$ cat src/rtl/fft_trigger_pkg.sv
// Shared constants and encodings for the trigger FFT read-side logic.
package fft_trigger_pkg;

  localparam int FFT_POINTS   = 64;
  localparam int NUM_BINS     = FFT_POINTS / 2;
  localparam int THRESH_SHIFT = 5;

  typedef enum logic [2:0] {
    WAIT_WRITE = 3'd0,
    WAIT_DONE  = 3'd1,
    SCAN       = 3'd2,
    DRAIN      = 3'd3,
    REPORT     = 3'd4
  } reader_state_t;

  // General counter select codes
  typedef enum logic [1:0] {
    ZERO  = 2'd0,
    HOLD  = 2'd1,
    COUNT = 2'd2
  } count_sel_t;

  // Next value of a 6-bit general counter for a given select code
  function automatic logic [5:0] count_next(input count_sel_t sel, input logic [5:0] cur);
    case (sel)
      ZERO:    return 6'd0;
      COUNT:   return cur + 6'd1;
      default: return cur;
    endcase
  endfunction

endpackage

$ cat src/rtl/fft_abs_mag.sv
// Combinational absolute value of a signed 10-bit FFT bin.
module fft_abs_mag (
  input  logic signed [9:0] x,
  output logic        [9:0] mag
);

  // -512 wraps to 10'h200, which reads correctly as 512 unsigned
  always_comb begin
    mag = x[9] ? (~x + 10'd1) : x;
  end

endmodule

$ cat src/rtl/fft_bin_reader.sv
// Read-side consumer of the trigger FFT output RAM.
// Waits for a frame write to finish, scans the positive-half bins, reports the
// spectral peak and whether any bin inside the selected window reached the
// threshold.
// Optional build macro FFT_BIN_READER_HOLDOFF_EN: after a triggering report,
// the next HOLDOFF_FRAMES completed frames are counted but not scanned.
//
// state      | meaning
// WAIT_WRITE | idle, waiting for the FFT to start writing (ready low)
// WAIT_DONE  | frame being written, waiting for ready high; latches config
// SCAN       | stepping the RAM read address over all bins
// DRAIN      | collecting the words still in flight in the RAM pipeline
// REPORT     | one cycle: results published, scan_done high
module fft_bin_reader #(
  parameter int NUM_BINS     = fft_trigger_pkg::NUM_BINS,
  parameter int RAM_LATENCY  = 1,
  parameter int THRESH_SHIFT = fft_trigger_pkg::THRESH_SHIFT
`ifdef FFT_BIN_READER_HOLDOFF_EN
  , parameter int HOLDOFF_FRAMES = 4
`endif
) (
  input  logic              clk,
  input  logic              reset_b,
  input  logic              fft_output_RAM_ready,
  input  logic signed [9:0] fft_output_RAM_data,
  input  logic        [3:0] Frequency,
  input  logic        [1:0] Offset,
  input  logic        [3:0] Threshold,
  output logic        [5:0] fft_output_RAM_addr,
  output logic              trigger,
  output logic              scan_done,
  output logic        [5:0] peak_bin,
  output logic        [9:0] peak_mag,
  output logic              overrun
);

  import fft_trigger_pkg::*;

  reader_state_t state_q, state_d;
  count_sel_t    addr_sel;
  logic [5:0]    addr_q;
  logic [1:0]    drain_q;
  logic          latch_cfg;
  logic          abort;
  logic          report;
  logic          skip;
  logic          hold_active;

  logic [5:0]    lo_q, hi_q, lo_d, hi_d, centre;
  logic [6:0]    hi_sum;
  logic [9:0]    cmp_q, cmp_d;

  logic [RAM_LATENCY-1:0] v_pipe;
  logic [5:0]             tag_pipe [RAM_LATENCY];
  logic                   v_out;
  logic [5:0]             tag_out;
  logic [9:0]             mag;

  logic       acc_hit_q, acc_hit_d;
  logic [9:0] acc_mag_q, acc_mag_d;
  logic [5:0] acc_bin_q, acc_bin_d;

  fft_abs_mag u_abs (
    .x   (fft_output_RAM_data),
    .mag (mag)
  );

  assign v_out               = v_pipe[RAM_LATENCY-1];
  assign tag_out             = tag_pipe[RAM_LATENCY-1];
  assign fft_output_RAM_addr = addr_q;

`ifdef FFT_BIN_READER_HOLDOFF_EN
  localparam int HW = $clog2(HOLDOFF_FRAMES + 1);
  logic [HW-1:0] hold_q;

  assign hold_active = (hold_q != '0);

  // Holdoff frame counter: armed by a triggering report, spent by skipped frames
  always_ff @(posedge clk or negedge reset_b) begin
    if (!reset_b) begin
      hold_q <= '0;
    end else if (report && acc_hit_d) begin
      hold_q <= HW'(HOLDOFF_FRAMES);
    end else if (skip) begin
      hold_q <= hold_q - 1'b1;
    end
  end
`else
  assign hold_active = 1'b0;
`endif

  // Window bounds and compare value derived from the live config inputs
  always_comb begin
    centre = {1'b0, Frequency, 1'b0};
    hi_sum = {1'b0, centre} + {5'b0, Offset};
    lo_d   = (centre >= {4'b0, Offset}) ? centre - {4'b0, Offset} : 6'd0;
    hi_d   = (hi_sum > 7'(NUM_BINS - 1)) ? 6'(NUM_BINS - 1) : hi_sum[5:0];
    cmp_d  = {6'b0, Threshold} << THRESH_SHIFT;
  end

  // State register
  always_ff @(posedge clk or negedge reset_b) begin
    if (!reset_b) begin
      state_q <= WAIT_WRITE;
    end else begin
      state_q <= state_d;
    end
  end

  // Next-state and control decode
  always_comb begin
    state_d   = state_q;
    addr_sel  = ZERO;
    latch_cfg = 1'b0;
    abort     = 1'b0;
    report    = 1'b0;
    skip      = 1'b0;
    unique case (state_q)
      WAIT_WRITE: begin
        if (!fft_output_RAM_ready) state_d = WAIT_DONE;
      end
      WAIT_DONE: begin
        if (fft_output_RAM_ready) begin
          if (hold_active) begin
            skip    = 1'b1;
            state_d = WAIT_WRITE;
          end else begin
            latch_cfg = 1'b1;
            state_d   = SCAN;
          end
        end
      end
      SCAN: begin
        if (!fft_output_RAM_ready) begin
          abort   = 1'b1;
          state_d = WAIT_DONE;
        end else if (addr_q == 6'(NUM_BINS - 1)) begin
          state_d = DRAIN;
        end else begin
          addr_sel = COUNT;
        end
      end
      DRAIN: begin
        if (!fft_output_RAM_ready) begin
          abort   = 1'b1;
          state_d = WAIT_DONE;
        end else if (drain_q == 2'd0) begin
          report  = 1'b1;
          state_d = REPORT;
        end
      end
      REPORT: begin
        // A write starting right away must not be missed
        state_d = fft_output_RAM_ready ? WAIT_WRITE : WAIT_DONE;
      end
      default: state_d = WAIT_WRITE;
    endcase
  end

  // Read address and drain down-counter
  always_ff @(posedge clk or negedge reset_b) begin
    if (!reset_b) begin
      addr_q  <= 6'd0;
      drain_q <= 2'd0;
    end else begin
      addr_q <= count_next(addr_sel, addr_q);
      if (state_q == SCAN) begin
        drain_q <= 2'(RAM_LATENCY - 1);
      end else if (state_q == DRAIN && drain_q != 2'd0) begin
        drain_q <= drain_q - 2'd1;
      end
    end
  end

  // Config snapshot taken when the frame write completes
  always_ff @(posedge clk or negedge reset_b) begin
    if (!reset_b) begin
      lo_q  <= 6'd0;
      hi_q  <= 6'd0;
      cmp_q <= 10'd0;
    end else if (latch_cfg) begin
      lo_q  <= lo_d;
      hi_q  <= hi_d;
      cmp_q <= cmp_d;
    end
  end

  // Delay line tagging each returned RAM word with its bin index
  always_ff @(posedge clk or negedge reset_b) begin
    if (!reset_b) begin
      v_pipe <= '0;
      for (int i = 0; i < RAM_LATENCY; i++) tag_pipe[i] <= 6'd0;
    end else begin
      v_pipe[0]   <= (state_q == SCAN) && !abort;
      tag_pipe[0] <= addr_q;
      for (int i = 1; i < RAM_LATENCY; i++) begin
        v_pipe[i]   <= v_pipe[i-1];
        tag_pipe[i] <= tag_pipe[i-1];
      end
    end
  end

  // Accumulator update including the word arriving this cycle; strict compare
  // keeps the lowest bin on ties because bins arrive in ascending order
  always_comb begin
    acc_hit_d = acc_hit_q;
    acc_mag_d = acc_mag_q;
    acc_bin_d = acc_bin_q;
    if (v_out) begin
      if (mag > acc_mag_q) begin
        acc_mag_d = mag;
        acc_bin_d = tag_out;
      end
      if (tag_out >= lo_q && tag_out <= hi_q && mag >= cmp_q) acc_hit_d = 1'b1;
    end
  end

  // Scan accumulators, cleared at the start of every scan
  always_ff @(posedge clk or negedge reset_b) begin
    if (!reset_b) begin
      acc_hit_q <= 1'b0;
      acc_mag_q <= 10'd0;
      acc_bin_q <= 6'd0;
    end else if (latch_cfg) begin
      acc_hit_q <= 1'b0;
      acc_mag_q <= 10'd0;
      acc_bin_q <= 6'd0;
    end else begin
      acc_hit_q <= acc_hit_d;
      acc_mag_q <= acc_mag_d;
      acc_bin_q <= acc_bin_d;
    end
  end

  // Published results and status pulses
  always_ff @(posedge clk or negedge reset_b) begin
    if (!reset_b) begin
      trigger   <= 1'b0;
      scan_done <= 1'b0;
      overrun   <= 1'b0;
      peak_bin  <= 6'd0;
      peak_mag  <= 10'd0;
    end else begin
      scan_done <= report;
      overrun   <= abort;
      if (report) begin
        trigger  <= acc_hit_d;
        peak_bin <= acc_bin_d;
        peak_mag <= acc_mag_d;
      end
    end
  end

endmodule

$ cat config.mk
export PLATFORM = sky130hd
export DESIGN_NAME = fft_bin_reader
export DESIGN_NICKNAME = d
export VERILOG_FILES = /design/src/rtl/fft_trigger_pkg.sv /design/src/rtl/fft_abs_mag.sv /design/src/rtl/fft_bin_reader.sv
export SDC_FILE = /design/constraint.sdc
export NUM_CORES = 1
export LEC_CHECK = 0
export ABC_AREA = 1
export CAP_MARGIN = 20
export CORE_UTILIZATION = 56
export CTS_CLUSTER_SIZE = 14
export DETAILED_ROUTE_END_ITERATION = 16
export PLACE_DENSITY = 0.87
export SETUP_SLACK_MARGIN = 0.1
export SLEW_MARGIN = 10
export SYNTH_ARGS = -nofsm -noshare
export SYNTH_HDL_FRONTEND = slang
export SYNTH_HIERARCHICAL = 1
export SYNTH_SLANG_ARGS = --single-unit
$ cat constraint.sdc
create_clock -name clk -period 2.2 [get_ports clk]
set_input_delay 0.22 -clock clk [delete_from_list [all_inputs] [get_ports clk]]
set_output_delay 0.22 -clock clk [all_outputs]
set_load 0.03 [all_outputs]
==> results of run 1 <==
[power by group]
group | internal, W | leakage (nW) | switching (W) | total [W]
combinational | 0.00111 | 1.74 | 0.00172 | 0.00282
sequential | 0.00171 | 0.922 | 0.000201 | 0.00191
clock | 0.000529 | 0.0891 | 0.000521 | 0.00105
total | 0.00334 | 2.75 | 0.00244 | 0.00578
[repair_timing]
item,4_1_cts,5_1_grt
hold buffers,1,0
buffers inserted,5,1
gates resized for setup,24,25
gates cloned,0,0
endpoints found under the setup margin,34,34
pin swaps,17,20
hold endpoints to repair,26,0
[per-layer routing]
layer | vias up | share of wire | track usage
met3 | 35 | 0.040 | 0.0537
met5 | - | 0 | 0
li1 | 1740 | - | -
met2 | 101 | 0.54 | 0.504
met4 | 0 | 0.034 | 0.145
met1 | 1791 | 0.39 | 0.299
[worst register-to-register path, stage by stage (launching register included)]
cell,delay [ns]
dfrtp_1,0.37
inv_1,0.16
ha_1,0.28
nand2_2,0.10
inv_1,0.05
nand2_1,0.05
nand2_1,0.07
nand2_2,0.09
nand3_4,0.12
nand2_8,0.13
buf_6,0.14
buf_6,0.10
nand2_4,0.04
nand3_2,0.05
nand2_1,0.05
[registers in the layout (all words and copies together) (netlist names)]
signal and count:
acc_mag_q 10, peak_mag 10, acc_bin_q 6, fft_output_RAM_addr 6
hi_q 6, lo_q 6, peak_bin 6, tag_out 6
cmp_q 4, state_q 3, drain_q 2, acc_hit_q 1
overrun 1, scan_done 1, trigger 1, v_out 1
[final timing paths]
kind,from,end,slack [ns],cells after the start
worst min register to register,fft_output_RAM_addr[3],tag_out[3],0.41,0
worst max-delay path,fft_output_RAM_data[8],peak_mag[5],0.11,14
min in group asynchronous,reset_b,acc_bin_q[5],0.44,2
max in group asynchronous,reset_b,tag_out[2],1.10,3
worst min-delay path,fft_output_RAM_addr[3],tag_out[3],0.41,0
worst max register to register,acc_mag_q[4],peak_mag[5],0.30,14
[stage by stage]
stage,hold WS [ns],setup TNS (ns),util,total power (W)
finish,0.413,0,0.767,0.00578
global placement,0.281,-11.68,0.704,0.00442
detailed placement,0.282,-13.81,0.704,0.00456
CTS,0.414,0,0.749,0.00568
floorplan,-0.0756,0,-,0.00369
global route,0.429,0,0.767,0.00619
[cell type report]
cell class / count / share of cell area
Inverter: 80 / 0.0578
Clock inverter: 6 / 0.0132
Tap cell: 96 / 0.0226
Multi-Input combinational cell: 338 / 0.405
Clock buffer: 10 / 0.0240
Timing Repair Buffer: 84 / 0.149
Sequential cell: 70 / 0.329
[cell families after synthesis]
group	after synthesis	share of synthesized area
adder cells (fa/ha/maj)	34	0.105
buffers and inverters	91	0.0955
XOR/XNOR	7	0.0149
AO/OA/AOI/OAI	44	0.0667
flip-flops	70	0.424
AND/OR/NAND/NOR	253	0.294
[cells in the mapped netlist (3+ instances only)]
cell type	instances	area, um2
a22oi_1	4	30.0
ha_1	33	413
nand2_4	11	124
nand3b_1	13	97.6
o21ai_0	13	65.1
nand2_1	134	503
nor2_1	42	158
xor2_1	6	52.6
nand4_1	3	18.8
nand2_2	4	25.0
dfrtp_1	70	1750
buf_2	5	25.0
inv_1	72	270
inv_2	6	22.5
nand3_1	33	165
o22ai_1	5	31.3
a21oi_1	10	50.1
nor2_2	6	37.5
==> reports/results.txt, run 1 <==
The run finished with clean final reports. The run gives 0 as the count of final hold-check violations. The worst path needs 2.09 ns of the cycle, external delays included. The effective utilization at floorplan is 0.594, and the clock input transition at the sequential cells of the worst setup and hold paths is 0.08 ns.

The total inserted antenna cells was 0; the estimated wirelength of the detail-placed design was 6.83 mm. The fraction of final layout cells sized beyond drive strength 1 was 0.202. Summed over all layers, the routed wires come to 9.88 mm. The clock passes through at most 2 buffers. The logs give 0.424 for the post-synthesis sequential area ratio and 461 for the total of fill cells in the finished design. The synthesized design contains 0 enable-type register cells. The logs give 0.561 for the worst relative slew slack and 0.111 ns for the final worst-path setup slack. For the max-slew violation count, the log shows 0.

From bottom edge to top edge, the die measures 87.9 um. Clock tree synthesis found a total of 70 sinks. At the end of the flow, the number of nets in the layout was 640. Buffers placed on the I/O ports in this run total 47.

Between clock sinks in the finished design, the worst skew comes to 0.0131 ns. The tools report the leakage power of the design as 2.75 nW. In the final layout, the multi-input gates occupy 0.00215 mm2.

Routability-driven placement finished with a final weighted congestion of 0.857. The count of different cell masters after synthesis came out at 41. Clock tree synthesis selected as its root buffer the cell clkbuf_8.

The measured slew at the worst slew-check pin is 0.659 ns. The worst setup path is launched from an input port. The width of the chip works out to 87.9 um. Dividing the detail-routed via count by the number of cells gives 5.36.

For the arrival time reported for the critical path endpoint, the log shows 2.33 ns. The total CTS buffers is 9. TritonCTS built the clock tree.

The share of flip-flops with an asynchronous set or reset was 1.00; the I/O pin count was 48. The tools report the count of TritonRoute iterations in the first routing pass as 4. The library cell used most frequently in the layout, excluding fill and tap cells, is nand2_1. The core outline area came out at 0.00694 mm2. The average instance in the mapped netlist occupies 8.27 um2. Setup violations remaining at the end of the flow were counted as 0. For the largest net degree at the start of global routing, the log shows 45.

Among all flip-flop cells after synthesis, the most frequent one is dfrtp_1. In this run, the number of DRC markers left after iteration 0 of detailed routing was 181. Counting both buffers and inverters, the worst setup path holds a total of 4. Global routing finished with a remaining overflow of 0.

The critical path goes through clkdlybuf4s50_1 -> inv_1 -> nand3_1 -> nor2_2 -> ha_1 -> a21o_1 -> nor2_2 -> nand3_4 -> nand2_8 -> buf_6 -> buf_6 -> nand2_4 -> nand3_2 -> nand2_1. The number of global-route vias before repair came out at 3786. Post-route standard cell area excluding fillers: 0.00533 mm2. The number of nets produced by synthesis is 556, and the required time reported for the critical path endpoint is 2.45 ns. During synthesis, Yosys emitted a total of 6 warnings. The delay of the slowest critical-path stage came out at 0.44 ns. The tools report the nature of the critical path endpoint as a flip-flop.

The kind of cell with the highest combined delay along the critical path is simple AND/OR/NAND/NOR gates. The run gives 0.00772 mm2 as the area of the die. Setup repair after global routing could not meet its margin everywhere. The max-capacitance violation count was 0. The tools report the clock latency on the worst-skew pair as 0.35 ns. The post-route clock period utilization was 0.949; the number of levels in the clock H-tree was 3.

The run gives 0 as the number of antenna violations at the first check in global routing. The synthesized netlist occupies a cell area of 0.00413 mm2. In the final routed layout, each cell accounts on average for 14.4 um. The library cells used most frequently in the layout, excluding fill and tap cells, are nand2_1 (123), inv_1 (71), dfrtp_1 (70).

For the global-route total usage across every layer, the log shows 0.275. Number of rows in the core area: 30. The minimum setup slack after placement was -0.461 ns; the power density over the cells was 1090 mW/mm2.

Class of the tightest hold or removal check: reg2reg. For this design, the slowest cell found on the critical path is clkdlybuf4s50_1. The tools report the number of instances in the synthesized netlist as 499. The largest fanout of any net on the critical path is 6, and the via count of the routed design is 3667. Once detail routing completed, the nets flagged for antenna violations numbered 0.

Across the VDD grid, the largest voltage drop is 0.000723 V. For this run, design rule violations remaining after detail routing come to 0. The area added between synthesis and finish came out at 29.0%.

The tools report the register area as 0.00175 mm2. The first global-routing pass estimated 16.1 mm of wire. Once placement completed, the tool counted placed cells totaling 661.

The count of state elements after synthesis was 70. The critical path is of the in2reg type. Timing would allow up to 479 MHz.

For the final cell count without fillers, the log shows 684. After detailed placement, the total cell area comes to 0.00489 mm2.
No activity file was read; power rests on OpenSTA's default activity.
==> inputs of run 2 (changes only) <==
--- a/config.mk
+++ b/config.mk
@@ -12,7 +12,7 @@
 export DETAILED_ROUTE_END_ITERATION = 16
 export PLACE_DENSITY = 0.87
 export SETUP_SLACK_MARGIN = 0.1
-export SLEW_MARGIN = 10
+export SLEW_MARGIN = 15
 export SYNTH_ARGS = -nofsm -noshare
 export SYNTH_HDL_FRONTEND = slang
 export SYNTH_HIERARCHICAL = 1
==> results of run 2 <==
Same layout as run 1: the final DEF is identical, and so are final timing and power.
==> inputs of run 3 (changes only) <==
--- a/config.mk
+++ b/config.mk
@@ -7,10 +7,11 @@
 export LEC_CHECK = 0
 export ABC_AREA = 1
 export CAP_MARGIN = 20
-export CORE_UTILIZATION = 56
-export CTS_CLUSTER_SIZE = 14
+export CORE_UTILIZATION = 58
+export CTS_BUF_LIST = sky130_fd_sc_hd__clkbuf_2 sky130_fd_sc_hd__clkbuf_4 sky130_fd_sc_hd__clkbuf_8
+export CTS_CLUSTER_SIZE = 16
 export DETAILED_ROUTE_END_ITERATION = 16
-export PLACE_DENSITY = 0.87
+export PLACE_DENSITY = 0.89
 export SETUP_SLACK_MARGIN = 0.1
 export SLEW_MARGIN = 15
 export SYNTH_ARGS = -nofsm -noshare
==> reports/results.txt, run 3 (same netlist as run 1, synthesis figures left out) <==
The flow ran to the end, and the final reports show no timing, DRC or antenna violations. The first-pass GRT wire length is 17.1 mm (+6.3%). The worst clock skew is 0.00745 ns (-0.00569 ns), and the number of clock sinks is 70 (unchanged). The detailed-route wire length came out at 11.3 mm (+14%). The total of fill cells in the finished design was 444 (-3.7%); the clock tree buffer depth was 2 (unchanged). The tools report the max-capacitance violation count as 0 (unchanged). The logs give 0 (unchanged) for the max-slew violation count and 0.880 (+2.7%) for the final weighted congestion of routability-driven global placement. The logs give 7.07 mm (+3.5%) for the estimated wirelength of the detail-placed design and 0.00746 mm2 (-3.4%) for the area of the die. The tools report the nature of the critical path endpoint as a flip-flop. For the final worst-path setup slack, the log shows 0.121 ns (+0.00966 ns).

The I/O pin count was 48 (unchanged). The overall die height is 86.4 um (-1.7%). The number of buffers added on ports was 47 (unchanged); the final net count was 644 (+0.63%).

The logs give 0 (unchanged) for the total inserted antenna cells and 2.79 nW (+1.7%) for the leakage power of the design. The global-route total usage across every layer is 0.302 (+0.0273). The run gives 0 (unchanged) as the number of antenna violations at the first check in global routing.

The post-layout total power was 0.00610 W (+5.5%); the number of levels in the clock H-tree was 3 (unchanged). Worst reg2reg path endpoint: acc_mag_q[8]. The shortest clock period the worst path allows after layout is 2.08 ns (-0.00966 ns).

The number of vias per cell after detailed routing is 5.58 (+4.1%), and the number of nets with antenna violations after detailed routing is 0 (unchanged). The first-iteration detailed-routing DRC count is 309 (+71%), and the total CTS buffers is 9 (unchanged). Source of the worst register-to-register timing path: acc_mag_q[7].

Effective utilization at floorplan: 0.604 (+0.00980). Power density over the cells: 1130 mW/mm2 (+4.3%). After global routing, the most crowded layer is met2. The number of rows in the core area was 30 (unchanged); the core outline area was 0.00683 mm2 (-1.6%). Top achievable clock speed: 481 MHz (+0.46%).

The fraction of final layout cells sized beyond drive strength 1 works out to 0.218 (+0.0159). The placed cell count was 665 (+0.61%); the number of setup violations in the final report was 0 (unchanged). The post-place instance area is 0.00491 mm2 (+0.36%). The reg2reg setup slack is 0.31 ns (about the same).

The final cell count without fillers came out at 687 (+0.44%). The total global routing overflow is 0 (unchanged). The detailed-route wire length per cell is 16.4 um (+14%). The logs give 3834 (+4.6%) for the via count of the routed design and 0.313 (+0.0137) for the global routing usage on met1. The tools report the count of TritonRoute iterations in the first routing pass as 6 (+2). The kind of launch point of the worst setup path was an input port. The global-route met2 utilization is 0.548 (+0.0445). The arrival time reported for the critical path endpoint is 2.32 ns (about the same), and the global routing met3 resource utilization is 0.0743 (+0.0206). The worst supply voltage drop on vdd is 0.000731 V (+1.2%), and the minimum setup slack after placement is -0.522 ns (-0.0606 ns). The most common cell after layout, fill and taps aside is nand2_1. The run gives 0.422 ns (+0.00965 ns) as the final hold slack.

In the final layout, the registers with the most flip-flops are acc_mag_q (10), peak_mag (10). The end point of the critical path was trigger. Clock input transition at the sequential cells of the worst setup and hold paths: 0.07 ns (about the same). Post-route clock period utilization: 0.945 (-0.00439). The number of global-route vias before repair is 3850 (+1.7%). The width of the chip was 86.4 um (-1.7%).

For the register area, the log shows 0.00175 mm2 (unchanged). The run gives 45 (unchanged) as the largest net degree at the start of global routing. The most critical setup path has its startpoint at fft_output_RAM_data[5]. The run gives 0.00539 mm2 (+1.2%) as the post-route standard cell area excluding fillers.

Setup repair after global routing left no endpoint under its margin. The count of final hold-check violations is 0 (unchanged), and the clock latency on the worst-skew pair is 0.35 ns (about the same). The worst relative slew slack is 0.544 (-0.0166), and the area added between synthesis and finish is 30.5%.

The min-delay analysis places its worst path in the category in2reg. The number of design rule violations left after detail routing came out at 0 (unchanged). Leaving out fill and tap cells, the most frequent cells in the layout are nand2_1 (122), inv_1 (70), dfrtp_1 (70).

The run gives 2.45 ns (about the same) as the required time reported for the critical path endpoint. The critical path class was in2reg. TritonCTS built the clock tree. For the total area of multi-input combinational cells, the log shows 0.00218 mm2 (+1.4%). Measured slew at the worst slew-check pin: 0.684 ns (+0.0249 ns).

The worst-case reg-to-reg path depth was 10 (-4); the largest fanout of any net on the critical path was 3 (-3). CTS placed an instance of clkbuf_8 at the clock tree root.
## run 3: cell types whose count changed in the layout (fill, tap and decap cells not counted), sizes merged
| cell | previous run | this run |
|---|---|---|
| dlygate4sd2 | 6 | 2 |
| buf | 37 | 40 |
| inv | 80 | 79 |
| clkinvlp | 3 | 0 |
| nand2 | 149 | 150 |
| clkbuf | 10 | 14 |
| clkdlybuf4s15 | 2 | 4 |
| bufinv | 1 | 2 |
## run 3: worst min-delay path by stage
stage,to,slack [ns],start,cells after the start
finish,cmp_q[6],0.42,Threshold[1],3
global route,tag_out[3],0.43,fft_output_RAM_addr[3],0
CTS,tag_out[3],0.42,fft_output_RAM_addr[3],0
detailed placement,cmp_q[7],0.29,reset_b,1
global placement,cmp_q[8],0.28,reset_b,1
floorplan,acc_bin_q[0],-0.08,reset_b,0
## run 3: what timing repair did
item                                    CTS  global route
endpoints found under the setup margin   33            33
hold buffers                              1             0
hold endpoints to repair                 26             0
gates cloned                              1             0
pin swaps                                13            19
gates resized for setup                  25            36
setup buffers                             3             2
## run 3: final cells by class
type                            instances  share of cell area
Sequential cell                        70               0.325
Timing Repair Buffer                   87               0.149
Multi-Input combinational cell        339               0.405
Tap cell                               96              0.0223
Inverter                               80              0.0571
Clock buffer                           12              0.0283
Clock inverter                          3              0.0128
## run 3: layer usage
metal | part of all wire | vias to the layer above | wire (um)
met5 | 0 | - | 0
met4 | 0.068 | 0 | 771
met3 | 0.054 | 76 | 606
met2 | 0.52 | 185 | 5870
met1 | 0.36 | 1824 | 4030
li1 | - | 1749 | -
## run 3: through the flow
step / TNS [ns] / utilization
3_3_place_gp: -11.29 / 0.718
2_1_floorplan: 0 / -
3_5_place_dp: -15.06 / 0.718
6_report: 0 / 0.789
4_1_cts: 0 / 0.766
5_1_grt: 0 / 0.789
## run 3: critical path, cell delays in order
cell and delay (ns):
clkdlybuf4s15_1 0.22, inv_1 0.11, nand2_1 0.08, nor2_1 0.11, nand2_1 0.12, nand3_2 0.09
nand2_2 0.08, buf_4 0.15, ha_1 0.32, nand2_1 0.17, nor2_1 0.06, o21ai_1 0.15
nand3_1 0.12, nand4_1 0.11, nand2_1 0.06, nand2_1 0.08, nand2_1 0.06
## run 3: report_power, final
group / switching [W] / leakage (nW) / internal [W] / total, W
clock: 0.000484 / 0.113 / 0.000691 / 0.00118
sequential: 0.000221 / 0.922 / 0.00171 / 0.00193
combinational: 0.00184 / 1.76 / 0.00115 / 0.00299
